[config.mk]
export PLATFORM = sky130hd
export DESIGN_NAME = abc_sched
export DESIGN_NICKNAME = d
export VERILOG_FILES = /design/src/rtl/abc_pkg.sv /design/src/rtl/abc_sched_tagpipe.sv /design/src/rtl/abc_sched.sv
export SDC_FILE = /design/constraint.sdc
export NUM_CORES = 1
export LEC_CHECK = 0
export ABC_AREA = 1
export CORE_ASPECT_RATIO = 1.4
export CORE_UTILIZATION = 46
export DETAILED_ROUTE_END_ITERATION = 7
export DONT_BUFFER_PORTS = 1
export GPL_ROUTABILITY_DRIVEN = 0
export PLACE_DENSITY = 0.65
export SLEW_MARGIN = 20
export SYNTH_ARGS = -nofsm -noshare
export SYNTH_HDL_FRONTEND = slang
export SYNTH_HIERARCHICAL = 1
export SYNTH_SLANG_ARGS = --single-unit
[constraint.sdc]
create_clock -name clk -period 1.4 [get_ports clk]
set_input_delay 0.28 -clock clk [delete_from_list [all_inputs] [get_ports clk]]
set_output_delay 0.28 -clock clk [all_outputs]
set_load 0.02 [all_outputs]
[src/rtl/abc_pkg.sv]
// Shared types and default sizing for the abc operation scheduler.
package abc_pkg;

  localparam int unsigned AbcDw      = 12;
  localparam int unsigned AbcRw      = 2 * AbcDw + 1;
  localparam int unsigned AbcLatency = 5;

  typedef enum logic [1:0] {
    StRun   = 2'd0,
    StDrain = 2'd1,
    StIdle  = 2'd2
  } state_e;

  typedef struct packed {
    logic valid;
    logic id;
  } tag_t;

endpackage

[src/rtl/abc_sched_tagpipe.sv]
// Shift register of {valid, requester id} tags running alongside the external abc datapath.
module abc_sched_tagpipe
  import abc_pkg::*;
#(
  parameter int unsigned Depth = AbcLatency
) (
  input  logic clk_i,
  input  logic rst_ni,
  input  tag_t tag_i,
  output tag_t tail_o,
  output logic any_valid_o
);

  tag_t stage_q [Depth];
  tag_t stage_d [Depth];

  always_comb begin
    stage_d[0] = tag_i;
    for (int i = 1; i < Depth; i++) begin
      stage_d[i] = stage_q[i-1];
    end
  end

  always_ff @(posedge clk_i) begin
    if (!rst_ni) begin
      for (int i = 0; i < Depth; i++) begin
        stage_q[i] <= '0;
      end
    end else begin
      for (int i = 0; i < Depth; i++) begin
        stage_q[i] <= stage_d[i];
      end
    end
  end

  always_comb begin
    any_valid_o = 1'b0;
    for (int i = 0; i < Depth; i++) begin
      any_valid_o = any_valid_o | stage_q[i].valid;
    end
  end

  assign tail_o = stage_q[Depth-1];

endmodule

[src/rtl/abc_sched.sv]
// Two-requester round-robin scheduler for an external (a+b)*c datapath with pause/drain.
// Optional acceptance counters stat0/stat1 are built when ABC_SCHED_STATS_EN is defined.
module abc_sched
  import abc_pkg::*;
#(
  parameter int unsigned LATENCY = AbcLatency,
  parameter int unsigned DW      = AbcDw
) (
  input  logic            clk,
  input  logic            rst_n,
  input  logic            req0_valid,
  input  logic            req1_valid,
  output logic            req0_ready,
  output logic            req1_ready,
  input  logic [DW-1:0]   req0_a,
  input  logic [DW-1:0]   req0_b,
  input  logic [DW-1:0]   req0_c,
  input  logic [DW-1:0]   req1_a,
  input  logic [DW-1:0]   req1_b,
  input  logic [DW-1:0]   req1_c,
  output logic            resp0_valid,
  output logic            resp1_valid,
  output logic [2*DW:0]   resp0_y,
  output logic [2*DW:0]   resp1_y,
  output logic            dp_ce,
  output logic [DW-1:0]   dp_a,
  output logic [DW-1:0]   dp_b,
  output logic [DW-1:0]   dp_c,
  input  logic [2*DW:0]   dp_y,
  input  logic            pause,
`ifdef ABC_SCHED_STATS_EN
  output logic [15:0]     stat0,
  output logic [15:0]     stat1,
`endif
  output logic            idle
);

  state_e state_q, state_d;
  logic   ptr_q, ptr_d;
  logic   accept0, accept1;
  logic   busy, pipe_any;
  tag_t   iss_d, iss_q, tail;

  logic [DW-1:0] dp_a_q, dp_b_q, dp_c_q;
  logic          dp_ce_q;
  logic          resp0_valid_q, resp1_valid_q;
  logic [2*DW:0] resp0_y_q, resp1_y_q;

  always_comb begin
    state_d    = state_q;
    req0_ready = 1'b0;
    req1_ready = 1'b0;
    unique case (state_q)
      StRun: begin
        if (req0_valid && req1_valid) begin
          req0_ready = ~ptr_q;
          req1_ready = ptr_q;
        end else begin
          req0_ready = req0_valid;
          req1_ready = req1_valid;
        end
        if (pause) state_d = StDrain;
      end
      StDrain: begin
        if (!busy) state_d = StIdle;
      end
      StIdle: begin
        if (!pause) state_d = StRun;
      end
      default: state_d = StRun;
    endcase
  end

  assign accept0 = req0_valid & req0_ready;
  assign accept1 = req1_valid & req1_ready;

  // Pointer moves to the requester that was not just served.
  assign ptr_d = accept0 ? 1'b1 : (accept1 ? 1'b0 : ptr_q);

  assign iss_d = '{valid: accept0 | accept1, id: accept1};
  assign busy  = iss_q.valid | pipe_any;

  always_ff @(posedge clk) begin
    if (!rst_n) begin
      state_q <= StRun;
      ptr_q   <= 1'b0;
      iss_q   <= '0;
      dp_ce_q <= 1'b0;
      dp_a_q  <= '0;
      dp_b_q  <= '0;
      dp_c_q  <= '0;
    end else begin
      state_q <= state_d;
      ptr_q   <= ptr_d;
      iss_q   <= iss_d;
      dp_ce_q <= 1'b1;
      if (accept0) begin
        dp_a_q <= req0_a;
        dp_b_q <= req0_b;
        dp_c_q <= req0_c;
      end else if (accept1) begin
        dp_a_q <= req1_a;
        dp_b_q <= req1_b;
        dp_c_q <= req1_c;
      end
    end
  end

  // Issue register above aligns with dp_a/b/c; this pipe then matches the datapath depth.
  abc_sched_tagpipe #(
    .Depth (LATENCY)
  ) u_tagpipe (
    .clk_i       (clk),
    .rst_ni      (rst_n),
    .tag_i       (iss_q),
    .tail_o      (tail),
    .any_valid_o (pipe_any)
  );

  always_ff @(posedge clk) begin
    if (!rst_n) begin
      resp0_valid_q <= 1'b0;
      resp1_valid_q <= 1'b0;
      resp0_y_q     <= '0;
      resp1_y_q     <= '0;
    end else begin
      resp0_valid_q <= tail.valid & ~tail.id;
      resp1_valid_q <= tail.valid & tail.id;
      if (tail.valid && !tail.id) resp0_y_q <= dp_y;
      if (tail.valid && tail.id)  resp1_y_q <= dp_y;
    end
  end

`ifdef ABC_SCHED_STATS_EN
  logic [15:0] stat0_q, stat1_q;

  always_ff @(posedge clk) begin
    if (!rst_n) begin
      stat0_q <= '0;
      stat1_q <= '0;
    end else begin
      if (accept0 && stat0_q != 16'hffff) stat0_q <= stat0_q + 16'd1;
      if (accept1 && stat1_q != 16'hffff) stat1_q <= stat1_q + 16'd1;
    end
  end

  assign stat0 = stat0_q;
  assign stat1 = stat1_q;
`endif

  assign dp_ce       = dp_ce_q;
  assign dp_a        = dp_a_q;
  assign dp_b        = dp_b_q;
  assign dp_c        = dp_c_q;
  assign resp0_valid = resp0_valid_q;
  assign resp1_valid = resp1_valid_q;
  assign resp0_y     = resp0_y_q;
  assign resp1_y     = resp1_y_q;
  assign idle        = (state_q == StIdle);

endmodule

==> qor.csv, run 1 <==
stage;metric;value;unit
run_status;status;complete, no violations;
worst_setup_path;crit_path_start;state_q[0];
power_and_ir_drop;power.share.sequential;50.4;%
power_and_ir_drop;p_int;4.99;mW
final_layout;final_util;53.4;%
global_routing;antenna_found_initial;0;
power_and_ir_drop;switching_share;26.1;%
yosys;syn_area;4270;sq um
power_and_ir_drop;combinationalPowerShare;10.3;%
yosys;synth_nets;698;
clock_network;cts_made_buffers;9;
timing;drv_slew;0;
routing;wl;10.1;mm
flow_run;max_cap_violations;0;
worst_setup_path;slowest_delay;0.36;ns
clock_network;cts_sinks;104;
routing;antenna_left;0;
timing;slew_headroom;71.9;%
routing;dr_total_vias;3646;
worst_setup_path;path_cells;nor2_4, o211ai_1, inv_2;
global_routing;grt_max_degree;64;
worst_hold_path;hold_class;in2reg;
power_and_ir_drop;power;6.75;mW
final_layout;antennaDiodeCount;0;
clock_network;htree_levels;3;
worst_setup_path;critical_path_peak_fanout;4;
floorplanning;coreArea;9030;sq um
routing;wire_per_inst;14.3;um
yosys;synth.top_cell.area_share;48.8;%
yosys;ys_types;21;
floorplanning;die-area;9670;sq um
placement;hpwlAfterDp;6.81;mm
yosys;syn_avg_cell_area;7.16;sq um
floorplanning;initial_utilization;47.3;%
global_routing;grt_usage;19.4;%
yosys;syn_inst;596;
timing;timing.final.hold_violations;0;
yosys;yosysTopAreaCell;dfxtp_1;
placement;place_area;4340;sq um
timing;period_share;99.8;%
yosys;synth-seq-cells;104;
final_layout;syn2layout_area_growth;13.0;%
clock_network;clk_latency;0.34;ns
routing;first_pass_iters;4;
power_and_ir_drop;powerDensity;1400;nW/um^2
timing;fin_setup_tns;0;ns
global_routing;grt_pass1_vias;3309;
floorplanning;fp.dieH;116;um
worst_setup_path;end_kind;output pin;
worst_setup_path;arrival;1.12;ns
timing;worst_slew_pin_slew;0.421;ns
worst_setup_path;r2r_cells;9;
worst_setup_path;r2r_setup_slack;0.05;ns
yosys;ys_seq_area_share;48.8;%
floorplanning;io_pins;194;
worst_setup_path;reg2reg_from;state_q[0];
clock_network;cts_tree;built;
timing;skew;0.00512;ns
routing;viasPerCell;5.15;
placement;pre_cts_ws;0.123;ns
worst_setup_path;crit_type;reg2out;
power_and_ir_drop;leakagePower;2.43;nW
final_layout;nets;698;
global_routing;overflow;0;
final_layout;final_area;4820;sq um
worst_setup_path;cp-start-kind;flip-flop;
timing;finalSetupViolCount;0;
worst_setup_path;crit_path_top_delay_cell;dfxtp_4;
final_layout;drive_gt1_share;8.99;%
yosys;ys_warn_count;6;
floorplanning;std_cell_rows;41;
floorplanning;die_w;83.4;um
clock_network;clockBufferDepth;2;
routing;drc;0;
worst_setup_path;r2r-end;dp_b[9];
timing;rsz0062_at_grt;yes;
yosys;yosys-top-cells-area;dfxtp_1, nand2_1, nor2_1;
timing;layout_min_cycle_time;1.40;ns
clock_network;clk_transition_reported_paths;0.07;ns
worst_setup_path;crit_end;req1_ready;
power_and_ir_drop;clkPwrFrac;39.3;%
routing;drt_iter0_drc;128;
placement;port_buffers;0;
power_and_ir_drop;p_switching;1.76;mW
global_routing;grt_pass1_wl;15.0;mm
worst_setup_path;critical_path_required;1.12;ns
clock_network;cts_root_buf;clkbuf_16;
timing;fmax;0.715;GHz
timing;timing.final.ws_setup;0.00233;ns
power_and_ir_drop;ir_drop;1.03;mV
placed cells by master (no fill, tap or decap), types with 2 or more instances in the layout:
cell and n:
a21oi_1 3, buf_12 3, buf_4 14, buf_6 2, bufinv_16 2, clkbuf_16 12, dfxtp_1 101, dfxtp_2 2
inv_1 86, inv_2 4, inv_6 2, nand2_1 122, nand2_2 2, nand3_1 38, nand4_1 36, nor2_1 106
nor2_4 2, o21ai_0 50
power groups by stage:
stage / Sequential (mW) / Combinational (mW) / Clock, mW
after floorplan: 3.43 / 0.509 / 0
after global placement: 3.47 / 0.562 / 0
after detailed placement: 3.47 / 0.584 / 0
after CTS: 3.40 / 0.618 / 2.72
after global routing: 3.42 / 0.778 / 2.86
final: 3.41 / 0.692 / 2.65
cell type report:
| type | count | area, sq um |
|---|---|---|
| Clock inverter | 6 | 90.1 |
| Multi-Input combinational cell | 365 | 1650 |
| Sequential cell | 104 | 2090 |
| Fill cell | 893 | 4210 |
| Inverter | 92 | 348 |
| Tap cell | 107 | 134 |
| Clock buffer | 10 | 229 |
| Timing Repair Buffer | 24 | 288 |
synth_stat cells:
library cell and instances:
nand3_1 38, nor2_1 107, nand2_1 123, nand4_1 36
buf_4 1, nand3_2 1, inv_2 3, nor2_8 1
buf_6 7, dfxtp_1 104, nand3b_1 1, clkbuf_1 12
a21oi_1 3, inv_1 88, o21ai_0 50, o21ai_4 1
buf_2 15, nor2_4 2, clkinv_1 1, o211ai_1 1
nand2_2 1
stage by stage:
| stage | hold WS [ns] | instances |
|---|---|---|
| floorplan | 0.308 | 596 |
| global placement | 0.310 | 682 |
| detailed placement | 0.310 | 682 |
| CTS | 0.0286 | 703 |
| global route | 0.0329 | 708 |
| finish | 0.0434 | 708 |
registers in the layout (all words and copies together) (netlist names), 2 cells and up:
signal and count:
dp_b 12, dp_c 12, iss_q 2, resp1_y 25, dp_a 12, resp0_y 25
u_tagpipe/stage_q 10, state_q 2
worst max-delay path, delay by kind of cell (launching register included):
family          cells  cell delay, ns
compound gates      1            0.14
buf+inv             1            0.15
flops               1            0.36
simple gates        1            0.13
what timing repair did:
item                                   4_1_cts  5_1_grt
pin swaps                                    3        2
buffers inserted                             4        1
setup endpoints to repair                    3       39
resized for setup                            7        6
hold buffers                                 1        0
endpoints found under the hold margin        1        0
gates cloned                                 0        4
routing by layer:
metal | part of all wire (%) | GRT usage [%] | up-vias
met5 | 0 | 0 | -
met4 | 1.6 | 8.85 | 0
met3 | 9.2 | 7.76 | 11
met2 | 49 | 34.0 | 168
met1 | 40 | 20.6 | 1617
li1 | - | - | 1850
kinds of logic (layout without fill, tap and decap cells):
family | after synthesis | in the layout | share of synthesized area, %
AND/OR/NAND/NOR | 310 | 310 | 31.5
flip-flops | 104 | 104 | 48.8
AO/OA/AOI/OAI | 55 | 55 | 6.77
buffers and inverters | 127 | 132 | 12.9
worst min-delay path by stage:
stage	startpoint	to	slack, ns	cells after the start
2_1_floorplan	rst_n	dp_ce	0.31	0
3_3_place_gp	rst_n	dp_ce	0.31	0
3_5_place_dp	rst_n	dp_ce	0.31	0
4_1_cts	rst_n	u_tagpipe/stage_q[0][0]	0.03	2
5_1_grt	rst_n	u_tagpipe/stage_q[0][6]	0.03	2
6_report	rst_n	u_tagpipe/stage_q[0][0]	0.04	2
Note: power is estimated with default switching activity, not from simulation.
==> inputs of run 2 (changes only) <==
==> constraint.sdc (replaced) <==
create_clock -name clk -period 1.4 [get_ports clk]
set_input_delay 0.07 -clock clk [delete_from_list [all_inputs] [get_ports clk]]
set_output_delay 0.07 -clock clk [all_outputs]
set_load 0.02 [all_outputs]
==> qor.csv, run 2 (same netlist as run 1, synthesis figures left out) <==
stage;metric;value;unit;change
worst_setup_path;reg2reg_from;state_q[1];;
timing;finalSetupViolCount;0;;unchanged
routing;drc;0;;unchanged
timing;rsz0062_at_grt;yes;;
global_routing;grt_usage;24.5;%;+5.1 points
placement;place_area;4310;sq um;-0.75%
worst_hold_path;hold_depth;4;;+2
clock_network;cts_sinks;104;;unchanged
clock_network;clk_transition_reported_paths;0.07;ns;about the same
placement;hpwlAfterDp;6.59;mm;-3.2%
global_routing;antenna_found_initial;0;;unchanged
timing;slew_headroom;70.6;%;-1.3 points
floorplanning;fp.dieH;116;um;unchanged
global_routing;overflow;0;;unchanged
timing;layout_min_cycle_time;1.37;ns;-0.0250 ns
worst_hold_path;hold_end;dp_a[8];;
clock_network;clk_latency;0.34;ns;about the same
timing;worst_slew_pin_slew;0.440;ns;+0.0192 ns
clock_network;cts_root_buf;clkbuf_16;;
worst_setup_path;end_kind;flip-flop;;
floorplanning;coreArea;9030;sq um;unchanged
floorplanning;die-area;9670;sq um;unchanged
clock_network;clockBufferDepth;2;;unchanged
power_and_ir_drop;power;6.83;mW;+1.1%
final_layout;final_util;65.2;%;+12 points
power_and_ir_drop;ir_drop;1.18;mV;+15%
clock_network;cts_tree;built;;
final_layout;most-common-layout-cells;nand2_1, nor2_1, dfxtp_1, dlygate4sd3_1, inv_1;;
clock_network;cts_made_buffers;9;;unchanged
timing;timing.final.hold_violations;0;;unchanged
floorplanning;die_w;83.4;um;unchanged
floorplanning;io_pins;194;;unchanged
flow_run;max_cap_violations;0;;unchanged
worst_setup_path;critical_path_required;1.68;ns;+0.56 ns
worst_setup_path;cp-start-kind;flip-flop;;
routing;dr_total_vias;4347;;+19%
run_status;status;complete, no violations;;
final_layout;nets;804;;+15%
global_routing;grt_pass1_wl;18.9;mm;+26%
floorplanning;std_cell_rows;41;;unchanged
worst_hold_path;min_from;rst_n;;
worst_setup_path;r2r-end;dp_b[6];;
final_layout;drive_gt1_share;9.19;%;+0.21 points
placement;port_buffers;0;;unchanged
final_layout;syn2layout_area_growth;38.0;%;
final_layout;final_area;5890;sq um;+22%
global_routing;grt_max_degree;63;;-1.6%
timing;skew;0.00729;ns;+0.00217 ns
final_layout;fillCellCount;690;;-23%
timing;fin_setup_tns;0;ns;unchanged
final_layout;layout_commonest_cell;nand2_1;;
routing;antenna_left;0;;unchanged
worst_setup_path;crit_type;reg2reg;;
timing;timing.final.ws_setup;0.0273;ns;+0.0250 ns
routing;drt_iter0_drc;248;;+94%
clock_network;htree_levels;3;;unchanged
timing;period_share;98.0;%;-1.8 points
power_and_ir_drop;powerDensity;1160;nW/um^2;-17%
placement;pre_cts_ws;-0.0417;ns;-0.164 ns
timing;drv_slew;0;;unchanged
routing;viasPerCell;5.34;;+3.7%
routing;wl;13.1;mm;+29%
routing;wire_per_inst;16.0;um;+12%
power_and_ir_drop;leakagePower;2.89;nW;+19%
worst_setup_path;critical_path_peak_fanout;6;;+2
worst_hold_path;hold_class;in2reg;;
final_layout;antennaDiodeCount;0;;unchanged
routing;first_pass_iters;5;;+1
worst_setup_path;arrival;1.66;ns;+0.54 ns
timing;fmax;0.728;GHz;+1.8%
global_routing;grt_pass1_vias;3872;;+17%
worst_setup_path;r2r_cells;7;;-2
worst_setup_path;r2r_setup_slack;0.03;ns;-0.02 ns
floorplanning;initial_utilization;47.3;%;unchanged
## run 2: worst max-delay path by stage
| stage | from | endpoint | slack [ns] |
|---|---|---|---|
| CTS | state_q[0] | req0_ready | 0.01 |
| global placement | state_q[0] | dp_c[9] | 0.04 |
| floorplan | state_q[1] | dp_a[0] | 0.26 |
| finish | state_q[1] | dp_b[6] | 0.03 |
| detailed placement | state_q[0] | dp_a[11] | -0.04 |
| global route | state_q[1] | dp_b[6] | -0.04 |
## run 2: power breakdown
group	total (mW)	internal (mW)	switching [mW]
clock network	2.36	1.23	1.13
logic	1.06	0.493	0.567
registers	3.41	3.12	0.290
## run 2: worst max-delay path, stage by stage (launching register included)
cell       delay (ns)
dfxtp_2          0.34
nor2_4           0.19
buf_6            0.14
o21ai_4          0.08
nor2_8           0.23
clkbuf_16        0.19
nand3_2          0.07
nand2_1          0.07
## run 2: timing repair
item	4_1_cts	5_1_grt
buffers inserted	5	7
pin swaps	2	8
gates cloned	1	5
hold buffers	102	0
endpoints found under the hold margin	103	0
endpoints found under the setup margin	38	36
resized for setup	12	17
## run 2: metrics by stage
step           std cells  hold slack (ns)
3_3_place_gp         681            0.100
4_1_cts              805            0.128
6_report             814           0.0624
3_5_place_dp         681            0.100
5_1_grt              814           0.0784
2_1_floorplan        596           0.0977
## run 2: layer usage
metal / up-vias / part of all wire (%) / global-route usage [%] / wire length [um]
met1: 1952 / 38 / 28.9 / 5030
met4: 0 / 2.7 / 11.0 / 353
li1: 2070 / - / - / -
met5: - / 0 / 0 / 0
met2: 293 / 49 / 40.3 / 6330
met3: 32 / 10 / 8.55 / 1340
## run 2: layout make-up
cell class / instances / area, sq um / area share, %
clock buffer: 10 / 229 / 3.89
clock inverter: 6 / 52.6 / 0.892
inverter: 92 / 358 / 6.07
multi-input combinational: 366 / 1690 / 28.7
sequential: 104 / 2090 / 35.4
tap: 107 / 134 / 2.27
timing repair buffer: 128 / 1330 / 22.6
timing repair inverter: 1 / 8.76 / 0.149
==> inputs of run 3 (changes only) <==
==> constraint.sdc (replaced) <==
create_clock -name clk -period 1.4 [get_ports clk]
set_input_delay 0.21 -clock clk [delete_from_list [all_inputs] [get_ports clk]]
set_output_delay 0.21 -clock clk [all_outputs]
set_load 0.02 [all_outputs]
==> qor.csv, run 3 (same netlist as run 1, synthesis figures left out) <==
stage;metric;value;unit;change
floorplanning;die-area;9670;sq um;unchanged
global_routing;grt_max_degree;40;;-37%
worst_setup_path;critical_path_peak_fanout;3;;-3
timing;slew_headroom;39.1;%;-32 points
run_status;status;complete, no violations;;
timing;fin_setup_tns;0;ns;unchanged
worst_setup_path;crit_type;reg2out;;
worst_setup_path;critical_path_required;1.19;ns;-0.49 ns
timing;timing.final.hold_violations;0;;unchanged
timing;period_share;95.2;%;-2.8 points
clock_network;clk_transition_reported_paths;0.07;ns;about the same
worst_setup_path;crit_path_start;state_q[1];;
final_layout;multi_input_area;1640;sq um;-2.9%
final_layout;nets;709;;-12%
floorplanning;coreArea;9030;sq um;unchanged
routing;wl;10.0;mm;-23%
floorplanning;initial_utilization;47.3;%;unchanged
power_and_ir_drop;power;6.65;mW;-2.6%
timing;finalSetupViolCount;0;;unchanged
floorplanning;std_cell_rows;41;;unchanged
floorplanning;die_w;83.4;um;unchanged
timing;drv_slew;0;;unchanged
clock_network;cts_root_buf;clkbuf_16;;
final_layout;layout_commonest_cell;nand2_1;;
timing;worst_slew_pin_slew;0.914;ns;+0.474 ns
timing;skew;0.00477;ns;-0.00252 ns
timing;rsz0062_at_grt;no;;
worst_setup_path;reg2reg_from;state_q[1];;
power_and_ir_drop;leakagePower;2.45;nW;-15%
routing;viasPerCell;5.19;;-2.7%
power_and_ir_drop;ir_drop;0.994;mV;-16%
routing;dr_total_vias;3735;;-14%
final_layout;antennaDiodeCount;0;;unchanged
routing;antenna_left;0;;unchanged
global_routing;grt_usage;20.3;%;-4.1 points
placement;hpwlAfterDp;6.74;mm;+2.2%
final_layout;syn2layout_area_growth;14.6;%;
final_layout;ff_latch_area;2090;sq um;about the same
worst_setup_path;end_kind;output pin;;
floorplanning;io_pins;194;;unchanged
worst_setup_path;cp-start-kind;flip-flop;;
power_and_ir_drop;powerDensity;1360;nW/um^2;+17%
routing;wire_per_inst;14.0;um;-13%
final_layout;drive_gt1_share;7.84;%;-1.4 points
global_routing;grt_pass1_wl;15.9;mm;-16%
clock_network;cts_made_buffers;9;;unchanged
routing;drt_iter0_drc;163;;-34%
placement;pre_cts_ws;0.127;ns;+0.169 ns
flow_run;max_cap_violations;0;;unchanged
routing;drc;0;;unchanged
clock_network;htree_levels;3;;unchanged
timing;layout_min_cycle_time;1.33;ns;-0.0395 ns
placement;port_buffers;0;;unchanged
timing;fmax;0.750;GHz;+3.0%
global_routing;antenna_found_initial;0;;unchanged
worst_hold_path;min_from;dp_y[12];;
final_layout;fillCellCount;892;;+29%
final_layout;most-common-layout-cells;nand2_1, nor2_1, dfxtp_1, inv_1, o21ai_0;;
floorplanning;fp.dieH;116;um;unchanged
clock_network;clockBufferDepth;2;;unchanged
timing;timing.final.ws_setup;0.0668;ns;+0.0395 ns
clock_network;cts_sinks;104;;unchanged
clock_network;cts_tree;built;;
worst_hold_path;hold_class;in2reg;;
clock_network;clk_latency;0.34;ns;about the same
worst_setup_path;arrival;1.12;ns;-0.54 ns
routing;first_pass_iters;4;;-1
global_routing;overflow;0;;unchanged
global_routing;grt_pass1_vias;3345;;-14%
run 3: power by group:
part           internal, mW  total, mW  switching, mW
clock network          1.46       2.58           1.13
registers              3.12       3.40          0.284
logic                 0.276      0.664          0.388
total                  4.85       6.65           1.80
run 3: timing repair:
item,CTS,global route
endpoints found under the setup margin,2,35
pin swaps,1,2
hold buffers,15,1
buffers inserted,1,1
endpoints found under the hold margin,39,1
gates resized for setup,3,4
run 3: final cells by class:
| type | instances | share of cell area [%] |
|---|---|---|
| multi-input cells | 365 | 33.6 |
| flip-flops and latches | 104 | 42.7 |
| inverters | 92 | 7.06 |
| well taps | 107 | 2.74 |
| clock inverters | 6 | 1.48 |
| clock buffers | 10 | 4.89 |
| repair buffers | 35 | 7.60 |
run 3: through the flow:
stage | hold WS, ns | std cells | util (%) | area (sq um)
floorplan | 0.238 | 596 | - | 4270
global placement | 0.240 | 685 | 48.6 | 4390
detailed placement | 0.240 | 685 | 48.6 | 4390
CTS | 0.000340 | 717 | 53.9 | 4860
global route | 0.00302 | 719 | 54.2 | 4890
finish | 0.00760 | 719 | 54.2 | 4890
run 3: path summary, 6_finish.rpt:
kind	endpoint	slack, ns	cells past startpoint
hold reg to reg	u_tagpipe/stage_q[0][3]	0.44	2
setup / recovery	req0_ready	0.07	4
hold / removal	resp0_y[12]	0.008	2
setup reg to reg	dp_c[1]	0.10	7
run 3: metal layers:
metal  track usage, %  vias to the layer above  part of all wire [%]
met5                0                        -                     0
met2             34.5                      162                    49
met1             23.6                     1679                    41
met3             6.13                       16                   7.7
met4             9.77                        0                   2.4
li1                 -                     1878                     -
run 3: critical path, stage by stage, from the launching register on:
cell and delay [ns]:
dfxtp_2 0.33, nor2_4 0.15, nand3_4 0.10, inv_1 0.09, buf_6 0.12
